**config.mk**
```make
export PLATFORM = sky130hd
export DESIGN_NAME = fifo_rd_ctrl
export DESIGN_NICKNAME = d
export VERILOG_FILES = /design/src/rtl/fifo_pkg.sv /design/src/rtl/fifo_sync.sv /design/src/rtl/fifo_rd_ctrl.sv
export SDC_FILE = /design/constraint.sdc
export NUM_CORES = 1
export LEC_CHECK = 0
export CAP_MARGIN = 20
export CORE_UTILIZATION = 46
export CTS_CLUSTER_DIAMETER = 150
export DETAILED_ROUTE_END_ITERATION = 7
export MAX_ROUTING_LAYER = met4
export PLACE_DENSITY = 0.8
export SLEW_MARGIN = 20
export SYNTH_ARGS = -nofsm -noshare
export SYNTH_HDL_FRONTEND = slang
export SYNTH_SLANG_ARGS = --single-unit
export TNS_END_PERCENT = 30
```
**constraint.sdc**
```tcl
create_clock -name i_rd_clk -period 3.7 [get_ports i_rd_clk]
set_input_delay 0.925 -clock i_rd_clk [delete_from_list [all_inputs] [get_ports i_rd_clk]]
set_output_delay 0.925 -clock i_rd_clk [all_outputs]
set_load 0.01 [all_outputs]
```
**src/rtl/fifo_pkg.sv**
```systemverilog
// Shared helpers for the asynchronous FIFO controllers: pointer width,
// Gray/binary conversion and the read-side output-stage action encoding.
package fifo_pkg;

  localparam int unsigned CONV_W = 32;

  typedef enum logic [1:0] {
    OUT_HOLD  = 2'd0,
    OUT_LOAD  = 2'd1,
    OUT_DRAIN = 2'd2
  } out_action_e;

  function automatic int unsigned ptr_aw(input int unsigned depth);
    return $clog2(depth);
  endfunction

  function automatic logic [CONV_W-1:0] bin2gray(input logic [CONV_W-1:0] b);
    return b ^ (b >> 1);
  endfunction

  function automatic logic [CONV_W-1:0] gray2bin(input logic [CONV_W-1:0] g);
    logic [CONV_W-1:0] b;
    b[CONV_W-1] = g[CONV_W-1];
    for (int i = CONV_W - 2; i >= 0; i--) begin
      b[i] = b[i+1] ^ g[i];
    end
    return b;
  endfunction

endpackage

```
**src/rtl/fifo_sync.sv**
```systemverilog
// Multi-flop synchronizer for a Gray pointer crossing into the local clock.
// Stages are pure flop-to-flop; nothing sits between them.
module fifo_sync #(
  parameter int WIDTH       = 4,
  parameter int SYNC_STAGES = 2
) (
  input  logic             i_clk,
  input  logic             i_rst,
  input  logic [WIDTH-1:0] i_d,
  output logic [WIDTH-1:0] o_q
);

  logic [WIDTH-1:0] stage_d [SYNC_STAGES];
  logic [WIDTH-1:0] stage_q [SYNC_STAGES];

  // Shift path: each stage takes its predecessor, stage 0 takes the input.
  always_comb begin
    stage_d[0] = i_d;
    for (int i = 1; i < SYNC_STAGES; i++) begin
      stage_d[i] = stage_q[i-1];
    end
  end

  // Stage registers with synchronous reset.
  always_ff @(posedge i_clk) begin
    if (i_rst) begin
      for (int i = 0; i < SYNC_STAGES; i++) begin
        stage_q[i] <= {WIDTH{1'b0}};
      end
    end else begin
      for (int i = 0; i < SYNC_STAGES; i++) begin
        stage_q[i] <= stage_d[i];
      end
    end
  end

  assign o_q = stage_q[SYNC_STAGES-1];

endmodule

```
**src/rtl/fifo_rd_ctrl.sv**
```systemverilog
// Read-domain controller of the asynchronous FIFO: write-pointer sync, read
// pointers, registered empty flag and a first-word-fall-through output stage.
module fifo_rd_ctrl
  import fifo_pkg::*;
#(
  parameter int DEPTH       = 8,
  parameter int DATA_WIDTH  = 4,
  parameter int SYNC_STAGES = 2
) (
  input  logic                          i_rd_clk,
  input  logic                          i_rd_rst,
  input  logic [$clog2(DEPTH):0]        i_g_wr_ptr,
  input  logic [DATA_WIDTH-1:0]         i_rd_data,
  output logic [$clog2(DEPTH):0]        o_b_rd_ptr,
  output logic [$clog2(DEPTH):0]        o_g_rd_ptr,
  output logic                          o_rd_en,
  output logic                          o_empty,
  output logic [DATA_WIDTH-1:0]         o_data,
  output logic                          o_valid,
  input  logic                          i_ready
);

  localparam int AW = int'(ptr_aw(DEPTH));
  localparam int PW = AW + 1;

  logic [PW-1:0]         wq_s;
  logic                  rd_en_s;
  out_action_e           act_s;

  logic [PW-1:0]         b_ptr_d, b_ptr_q;
  logic [PW-1:0]         g_ptr_d, g_ptr_q;
  logic                  empty_d, empty_q;
  logic                  valid_d, valid_q;
  logic [DATA_WIDTH-1:0] data_d, data_q;

  fifo_sync #(
    .WIDTH       (PW),
    .SYNC_STAGES (SYNC_STAGES)
  ) u_wr_ptr_sync (
    .i_clk (i_rd_clk),
    .i_rst (i_rd_rst),
    .i_d   (i_g_wr_ptr),
    .o_q   (wq_s)
  );

  // Pop whenever a word exists and the output stage is free or being drained.
  always_comb begin
    rd_en_s = ~empty_q & (~valid_q | i_ready);
  end

  // Pointer advance and empty look-ahead: the comparison uses the pointer
  // value about to be registered, so a pop is reflected on the same edge.
  always_comb begin
    b_ptr_d = b_ptr_q + {{AW{1'b0}}, rd_en_s};
    g_ptr_d = PW'(bin2gray(CONV_W'(b_ptr_d)));
    empty_d = (g_ptr_d == wq_s);
  end

  // Select what the output stage does this cycle.
  always_comb begin
    act_s = OUT_HOLD;
    if (rd_en_s) begin
      act_s = OUT_LOAD;
    end else if (valid_q && i_ready) begin
      act_s = OUT_DRAIN;
    end else begin
      act_s = OUT_HOLD;
    end
  end

  // Output-stage next state; a drain keeps the old data visible but invalid.
  always_comb begin
    data_d  = data_q;
    valid_d = valid_q;
    case (act_s)
      OUT_LOAD: begin
        data_d  = i_rd_data;
        valid_d = 1'b1;
      end
      OUT_DRAIN: begin
        valid_d = 1'b0;
      end
      default: begin
        data_d  = data_q;
        valid_d = valid_q;
      end
    endcase
  end

  // State registers; reset drops any held word and reports empty.
  always_ff @(posedge i_rd_clk) begin
    if (i_rd_rst) begin
      b_ptr_q <= {PW{1'b0}};
      g_ptr_q <= {PW{1'b0}};
      empty_q <= 1'b1;
      valid_q <= 1'b0;
      data_q  <= {DATA_WIDTH{1'b0}};
    end else begin
      b_ptr_q <= b_ptr_d;
      g_ptr_q <= g_ptr_d;
      empty_q <= empty_d;
      valid_q <= valid_d;
      data_q  <= data_d;
    end
  end

  assign o_b_rd_ptr = b_ptr_q;
  assign o_g_rd_ptr = g_ptr_q;
  assign o_rd_en    = rd_en_s;
  assign o_empty    = empty_q;
  assign o_valid    = valid_q;
  assign o_data     = data_q;

endmodule

```
Word-level counts from Yosys, hierarchy flattened
Memory sizes are Yosys's and may differ from the RTL's.
Cells that the tools add are included.
- register bits after elaboration: 14
- memory bits (writable): 8
- word-level logic and storage cells: 27
- bits in read-only memories: 0
- bits in latches: 0
- memories: 1
- mux-type cells: 8
- add/subtract/negate cells: 1
- div/mod/pow operators: 0
- multiply operators: 0
- shift-type cells: 0
- bitwise gates (word level): 7
- magnitude comparators: 0
- reductions and logical operators: 2
- equal/unequal tests: 3
- memory list (name ; depth ; bits a word ; rd ports ; clocked after Yosys merged registers in ; wr ports ; line ; source):
    u_wr_ptr_sync.stage_q ; 2 ; 4 ; 2 ; 0 ; 2 ; fifo_sync.sv:14 ; logic [WIDTH-1:0] stage_q [SYNC_STAGES];
- operators with widths (kind ; count):
    2-to-1 mux 4 bit ; 2
    adder 4 x 1 -> 4 bit ; 1
    == test 4 bit ; 1
    2-to-1 mux 2 bit ; 2
    XOR 4 x 3 -> 4 bit ; 1
    2-to-1 mux 1 bit ; 3
    OR 1 bit ; 3
    == test 2 x 1 -> 1 bit (second input constant) ; 1
    == test 2 bit (second input constant) ; 1
    inverter 1 bit ; 2
    case mux 1 bit (2 select lines) ; 1
    nonzero test 2 bit ; 1
    AND 1 bit ; 1
    logical AND 1 bit ; 1

Depth between registers and ports, before layout
Gate-level depths: netlist (run 1).
- word-level depth: 6
- mapped depth: 9

Modules after synthesis
Synthesis (run 1) repeated with hierarchy kept, for this count alone.
- cells, all modules: 68
- area, all modules: 768.2 µm²
- by module, submodules not included (module ; instances ; area an instance (µm²) ; seq. area each (µm²) ; cells each):
    fifo_rd_ctrl ; 1 ; 558.0 ; 260.2 ; 52
    fifo_sync ; 1 ; 210.2 ; 160.2 ; 16

Worst setup path before layout (run 1)
Ideal clock, no wire load.
- path kind: in2reg
- start: in i_ready
- end: reg empty_q, in the netlist o_empty
- setup slack: 1.137 ns
- path buffers: 1
- stages: 9
- library setup time: 0.114 ns
- required time: 3.586 ns
- data arrival time: 2.449 ns
- path through: nand2b_1 -> nor2b_1 -> buf_2 -> ha_1 -> ha_1 -> xnor3_1 -> nand2b_1 -> o22ai_1 -> a21o_1
- longest elaborated chain between the ends: 5
- ends and longest elaborated chain (element ; line ; source):
    start: declaration ; fifo_rd_ctrl.sv:20 ; input logic i_ready
    OR 1 bit ; fifo_rd_ctrl.sv:48 ; rd_en_s = ~empty_q & (~valid_q | i_ready);
    AND 1 bit ; fifo_rd_ctrl.sv:48 ;
    via o_rd_en ; fifo_rd_ctrl.sv:16 ; output logic o_rd_en,
    adder 4 x 1 -> 4 bit ; fifo_rd_ctrl.sv:54 ; b_ptr_d = b_ptr_q + {{AW{1'b0}}, rd_en_s};
    XOR 4 x 3 -> 4 bit ; fifo_pkg.sv:18 ; return b ^ (b >> 1);
    == test 4 bit ; fifo_rd_ctrl.sv:56 ; empty_d = (g_ptr_d == wq_s);
    end signal: assignment ; fifo_rd_ctrl.sv:101 ; empty_q <= empty_d;
    end: declaration ; fifo_rd_ctrl.sv:32 ; logic empty_d, empty_q;
The timed path passes the listed nets, and every way through them passes these cells.
A chain may end at the register's enable or synchronous reset.

Final worst setup path (run 1)
- start: in i_ready
- end: out o_rd_en
- longest elaborated chain between the ends: 2
- ends and longest elaborated chain (element ; line):
    OR 1 bit ; fifo_rd_ctrl.sv:48
    AND 1 bit ; fifo_rd_ctrl.sv:48
    end: declaration ; fifo_rd_ctrl.sv:16
Every way passes these cells.

==> results of run 1 <==
[critical path: stages]
cell	delay, ps
clkdlybuf4s50_1	450
nand2b_1	110
nor2b_1	170
clkdlybuf4s50_1	560
[how the worst max path moves through the flow]
stage / start / cells past startpoint / slack (ps) / endpoint
2_1_floorplan: i_ready / 9 / 1140 / o_empty$_SDFF_PP1_
3_3_place_gp: i_ready / 4 / 590 / o_rd_en
3_5_place_dp: i_ready / 4 / 590 / o_rd_en
4_1_cts: i_ready / 4 / 560 / o_rd_en
5_1_grt: i_ready / 4 / 450 / o_rd_en
6_report: i_ready / 4 / 560 / o_rd_en
[layer usage]
metal	track usage, %	up-vias	wire [um]
met2	25.67	11	637
li1	-	274	-
met4	10.91	0	9
met5	-	-	0
met1	16.13	244	497
met3	2.553	2	31
[layout make-up]
cell class,count,area (um^2)
repair buffers,26,257.7
flip-flops and latches,21,420.4
clock buffers,4,26.28
well taps,16,20.02
multi-input cells,46,341.6
fillers,127,475.5
[sequential cells by signal, indices dropped and copies added (netlist names)]
name                   flops
o_b_rd_ptr                 4
o_data                     4
u_wr_ptr_sync.stage_q      8
o_empty                    1
o_valid                    1
o_g_rd_ptr                 3
[kinds of logic after synthesis]
family / Yosys count / synth area share (%)
and+or+nand+nor: 27 / 18.56
xor gates and xnor gates: 8 / 11.68
muxes: 6 / 7.840
adders and majority gates: 2 / 3.199
DFF: 21 / 53.76
AOI/OAI and AO/OA: 3 / 2.400
buffers and inverters: 4 / 2.560
[stage by stage]
step,setup slack (ps),std cells
floorplan,1137,71
global placement,586.3,109
detailed placement,585.1,109
CTS,559.8,113
global route,453.8,113
finish,563.2,113
[power by group through the flow]
stage / combinational, mW / clock, mW / sequential [mW]
2_1_floorplan: 0.125 / 0 / 0.299
3_3_place_gp: 0.234 / 0 / 0.284
3_5_place_dp: 0.242 / 0 / 0.285
4_1_cts: 0.242 / 0.108 / 0.280
5_1_grt: 0.264 / 0.114 / 0.284
6_report: 0.240 / 0.103 / 0.279
[cells in the final DEF (no fill, tap or decap)]
cell type and instances:
o22ai_1 1, nor2b_1 13, mux2_2 1, buf_4 1
nor2_1 7, clkbuf_4 3, xor2_1 1, nand3_1 1
or2_2 1, clkbuf_1 1, a21o_1 1, xor2_2 1
nand2b_1 3, xnor2_1 5, nand2_1 2, dfxtp_1 21
a21oi_1 1, ha_1 2, xnor3_1 1, mux2i_1 5
clkdlybuf4s50_1 25
==> flow_metrics.py, run 1 <==
metrics = {
    "placed_design": {
        "port_buffers": 25,
        "placed_cell_area_um2": 1040,
        "dp_hpwl_um": 863.9,
        "gp_congestion": 0.6479,
    },
    "worst_setup_path": {
        "regToRegSetupSlack_ps": 1690,
        "cp-start-kind": "input pin",
        "path_max_fanout": 2,
        "r2r-start": "o_valid$_SDFFE_PP0P_",
        "worstPathArrival_ps": 2210,
        "crit_type": "input pin to output pin",
        "crit_path_end_kind": "output pin",
        "cp.required_ps": 2770,
        "r2r-end": "o_empty$_SDFF_PP1_",
        "ff2ff_path_depth": 9,
    },
    "yosys": {
        "ys.flop_type": "dfxtp_1",
        "netlist_instances": 71,
        "synth_enable_flop_cells": 0,
        "ys_top_cells_by_area": "dfxtp_1 (54%), nor2b_1 (10%), mux2i_1 (6.4%), xnor2_1 (5.6%), nor2_1 (3.4%)",
        "synth_cell_types": 20,
        "ys_seq_area_share_pct": 53.76,
        "ys_async_sr_fraction_pct": 0,
        "syn_nets": 84,
        "syn_avg_cell_area_um2": 11.01,
        "yosysWarnings": 0,
        "syn-cell-area_um2": 782.0,
        "yosys.area.top_type": "dfxtp_1",
        "yosysMostFrequentCell": "dfxtp_1",
        "yosys_register_bits": 21,
        "synth_top_area_share_pct": 53.76,
        "synth.top_cells.by_count": "dfxtp_1 (21), nor2b_1 (13), nor2_1 (7), mux2i_1 (5), xnor2_1 (5)",
    },
    "cells_and_area": {
        "utilization_pct": 69.16,
        "design_area_um2": 1066,
        "n_antenna_cell": 0,
        "finalNetCount": 111,
        "drive_gt1_share_pct": 7.216,
        "syn_to_final_growth_pct": 36.32,
    },
    "cts": {
        "cts_tree": "built",
        "cts_buffers": 3,
        "clockBufferDepth": 2,
        "clk_latency_ps": 290,
        "cts.repair.resized": 0,
        "cts_sinks": 21,
        "cts_setup_buffers": 0,
        "cts_root_buf": "clkbuf_4",
        "clkTransAtPathRegs_ps": 100,
        "cts-htree-levels": 1,
        "hold_buffers": 0,
    },
    "global_routing": {
        "antenna_found_initial": 0,
        "grt-ovfl-total": 0,
        "grt_pass1_vias": 486,
        "grt_pass1_wl_um": 1966,
        "grt_max_degree": 22,
        "grtUsageTotal_pct": 15.36,
    },
    "power": {
        "powerDensity_nw_per_um2": 583.5,
        "switching_share_pct": 28.12,
        "p_sw_uw": 174.9,
        "ir_worst_vdd_mv": 0.3025,
        "power_leakage_nw": 0.4248,
        "internal_power_uw": 447.1,
        "power_frac_seq_pct": 44.9,
        "comb_power_share_pct": 38.5,
        "report.power.total_uw": 622.0,
        "clockPowerShare_pct": 16.6,
    },
    "status": {
        "status": "finished, final reports clean",
    },
    "timing": {
        "fin_crit_ps": 3137,
        "hold_ws_ps": 446.8,
        "finalHoldViolCount": 0,
        "fmax_mhz": 318.8,
        "tns_ps": 0,
        "timing.final.crit_share_pct": 84.78,
        "worst_slew_margin_rel_pct": 54.17,
        "worst_pin_slew_ps": 685.3,
        "grt_setup_unrepaired": "no",
        "clock_skew_ps": 5.090,
        "setup-violations-final": 0,
        "slew_violations": 0,
    },
    "run": {
        "maxCapViolCount": 0,
    },
    "die": {
        "die_x_um": 43.23,
        "io_pins": 26,
        "std_cell_rows": 14,
        "core_um2": 1541,
        "die-area_um2": 1869,
        "start_util_pct": 50.73,
        "die_h_um": 43.23,
    },
    "detailed_routing": {
        "drc_errors": 0,
        "routed_via_density": 4.699,
        "vias": 531,
        "routed_wl_um": 1175,
        "drtIter0Drc": 8,
        "ant_nets": 0,
        "post_drt_wl_per_cell_um": 10.40,
        "drt_first_pass_iters": 4,
    },
    "hold_path": {
        "hold_class": "flop to flop",
        "min_path_cells": 1,
        "min_to": "u_wr_ptr_sync.stage_q[0][4]$_SDFF_PP0_",
        "min_from": "u_wr_ptr_sync.stage_q[0][0]$_SDFF_PP0_",
    },
}
(Power assumes the default switching activity.)
==> run 2: changes to the inputs <==
--- a/config.mk
+++ b/config.mk
@@ -6,11 +6,11 @@
 export NUM_CORES = 1
 export LEC_CHECK = 0
 export CAP_MARGIN = 20
-export CORE_UTILIZATION = 46
+export CORE_UTILIZATION = 39
 export CTS_CLUSTER_DIAMETER = 150
 export DETAILED_ROUTE_END_ITERATION = 7
 export MAX_ROUTING_LAYER = met4
-export PLACE_DENSITY = 0.8
+export PLACE_DENSITY = 0.73
 export SLEW_MARGIN = 20
 export SYNTH_ARGS = -nofsm -noshare
 export SYNTH_HDL_FRONTEND = slang
==> constraint.sdc (replaced) <==
create_clock -name i_rd_clk -period 2.7 [get_ports i_rd_clk]
set_input_delay 0.675 -clock i_rd_clk [delete_from_list [all_inputs] [get_ports i_rd_clk]]
set_output_delay 0.675 -clock i_rd_clk [all_outputs]
set_load 0.01 [all_outputs]
==> run 2 against run 1 <==
Die area rose by 17%. Critical path depth did not move. Worst hold slack got worse by 2.4 ps. Critical endpoint unchanged. First-iteration DRC count fell by 63%. Sequential share of layout area fell by 1.2 points. Clock skew fell by 2.1 ps. Sequential cell count did not move. Utilization fell by 8.2 points. Register-to-register slack got worse by 870 ps. Global-route usage fell by 1.3 points. Largest cell class unchanged.
==> flow_metrics.py, run 2 (same netlist as run 1, synthesis figures left out) <==
metrics = {
    "power": {
        "power_leakage_nw": 0.4439,
        "powerDensity_nw_per_um2": 781.5,
        "ir_worst_vdd_mv": 0.4590,
    },
    "detailed_routing": {
        "vias": 557,
        "post_drt_wl_per_cell_um": 9.840,
        "routed_wl_um": 1230,
        "drc_errors": 0,
        "routed_via_density": 4.456,
        "drtIter0Drc": 3,
        "drt_first_pass_iters": 4,
        "ant_nets": 0,
    },
    "status": {
        "status": "finished, final reports clean",
    },
    "timing": {
        "hold_ws_ps": 444.4,
        "worst_pin_slew_ps": 687.0,
        "clock_skew_ps": 3.015,
        "setup-violations-final": 0,
        "fmax_mhz": 414.9,
        "finalHoldViolCount": 0,
        "setup_slack_ps": 289.7,
        "worst_slew_margin_rel_pct": 54.06,
        "slew_violations": 0,
        "timing.final.crit_share_pct": 89.27,
        "fin_crit_ps": 2410,
        "grt_setup_unrepaired": "no",
    },
    "worst_setup_path": {
        "crit_type": "input pin to output pin",
        "worstPathArrival_ps": 1740,
        "crit_path_end_kind": "output pin",
        "cp.required_ps": 2030,
        "path_cells": "clkdlybuf4s50_1, nand2b_1, nor2b_1, dlygate4sd2_1",
        "path_max_fanout": 3,
        "crit_slowest_cell": "clkdlybuf4s50_1",
        "cp-start-kind": "input pin",
        "cpPeakStageDelay_ps": 440,
    },
    "global_routing": {
        "grt-ovfl-total": 0,
        "antenna_found_initial": 0,
        "top_usage_layer": "met2",
        "grt_pass1_wl_um": 2056,
        "grtUsageTotal_pct": 14.01,
        "grt_max_degree": 22,
        "use_met1_pct": 16.99,
        "grt_util_met3_pct": 2.308,
        "grt_pass1_vias": 496,
        "met2_usage_pct": 21.67,
    },
    "hold_path": {
        "hold_class": "flop to flop",
    },
    "die": {
        "die-area_um2": 2188,
        "start_util_pct": 43.40,
        "die_x_um": 46.78,
        "std_cell_rows": 15,
        "io_pins": 26,
        "die_h_um": 46.78,
        "core_um2": 1802,
    },
    "cts": {
        "cts_root_buf": "clkbuf_4",
        "cts_buffers": 3,
        "cts.repair.resized": 1,
        "cts-htree-levels": 1,
        "hold_buffers": 0,
        "clkTransAtPathRegs_ps": 110,
        "clockBufferDepth": 2,
        "clk_latency_ps": 290,
        "cts_tree": "built",
        "cts_setup_buffers": 0,
        "cts_sinks": 21,
    },
    "cells_and_area": {
        "n_antenna_cell": 0,
        "ff_latch_area_um2": 420.4,
        "fill_cells": 166,
        "utilization_pct": 60.97,
        "most-common-layout-cells": "clkdlybuf4s50_1 (24), dfxtp_1 (21), nor2b_1 (13)",
        "multi_input_area_um2": 341.6,
        "layout_commonest_cell": "clkdlybuf4s50_1",
        "syn_to_final_growth_pct": 40.48,
        "largest_register_ffs": 8,
        "finalNetCount": 114,
        "final_cells": 125,
        "design_area_um2": 1099,
        "regMostFlops": "u_wr_ptr_sync.stage_q",
        "drive_gt1_share_pct": 10.00,
    },
    "placed_design": {
        "gp_congestion": 0.7278,
        "dp_cells": 121,
        "placed_cell_area_um2": 1074,
        "port_buffers": 25,
        "dp_hpwl_um": 957.5,
        "dp_worst_setup_slack_ps": -12.29,
    },
    "run": {
        "maxCapViolCount": 0,
    },
}
[run 2: layer usage]
metal / up-vias / share of wire (%)
met5: - / 0
met4: 0 / 2.2
met2: 12 / 52
li1: 283 / -
met3: 2 / 3.1
met1: 260 / 43
[run 2: through the flow]
step / power, mW / setup TNS [ps]
after floorplan: 0.5808 / 0
after global placement: 0.7238 / 0
after detailed placement: 0.7344 / -12.29
after CTS: 0.8748 / 0
after global routing: 0.9237 / 0
final: 0.8585 / 0
[run 2: critical path: cells and delay by family]
| family | cells | cell delay (ps) |
|---|---|---|
| buf+inv | 2 | 740 |
| simple gates | 2 | 320 |
[run 2: path summary, 6_finish.rpt]
kind | startpoint | to | slack (ps) | cells after the start
hold reg to reg | u_wr_ptr_sync.stage_q[0][0]$_SDFF_PP0_ | u_wr_ptr_sync.stage_q[0][4]$_SDFF_PP0_ | 440 | 1
hold / removal | u_wr_ptr_sync.stage_q[0][0]$_SDFF_PP0_ | u_wr_ptr_sync.stage_q[0][4]$_SDFF_PP0_ | 440 | 1
setup / recovery | i_ready | o_rd_en | 290 | 4
setup reg to reg | o_valid$_SDFFE_PP0P_ | o_empty$_SDFF_PP1_ | 820 | 9
[run 2: layout make-up]
| type | count | area share [%] |
|---|---|---|
| sequential | 21 | 38.27 |
| multi-input combinational | 46 | 31.09 |
| timing repair buffer | 29 | 25.40 |
| tap | 25 | 2.847 |
| clock buffer | 4 | 2.392 |
[run 2: power by group]
group          switching [mW]  internal [mW]  leakage [nW]
Combinational           0.133          0.198         0.256
Sequential             0.0252          0.360         0.173
Clock                  0.0854         0.0573        0.0150
Total                   0.243          0.615         0.444
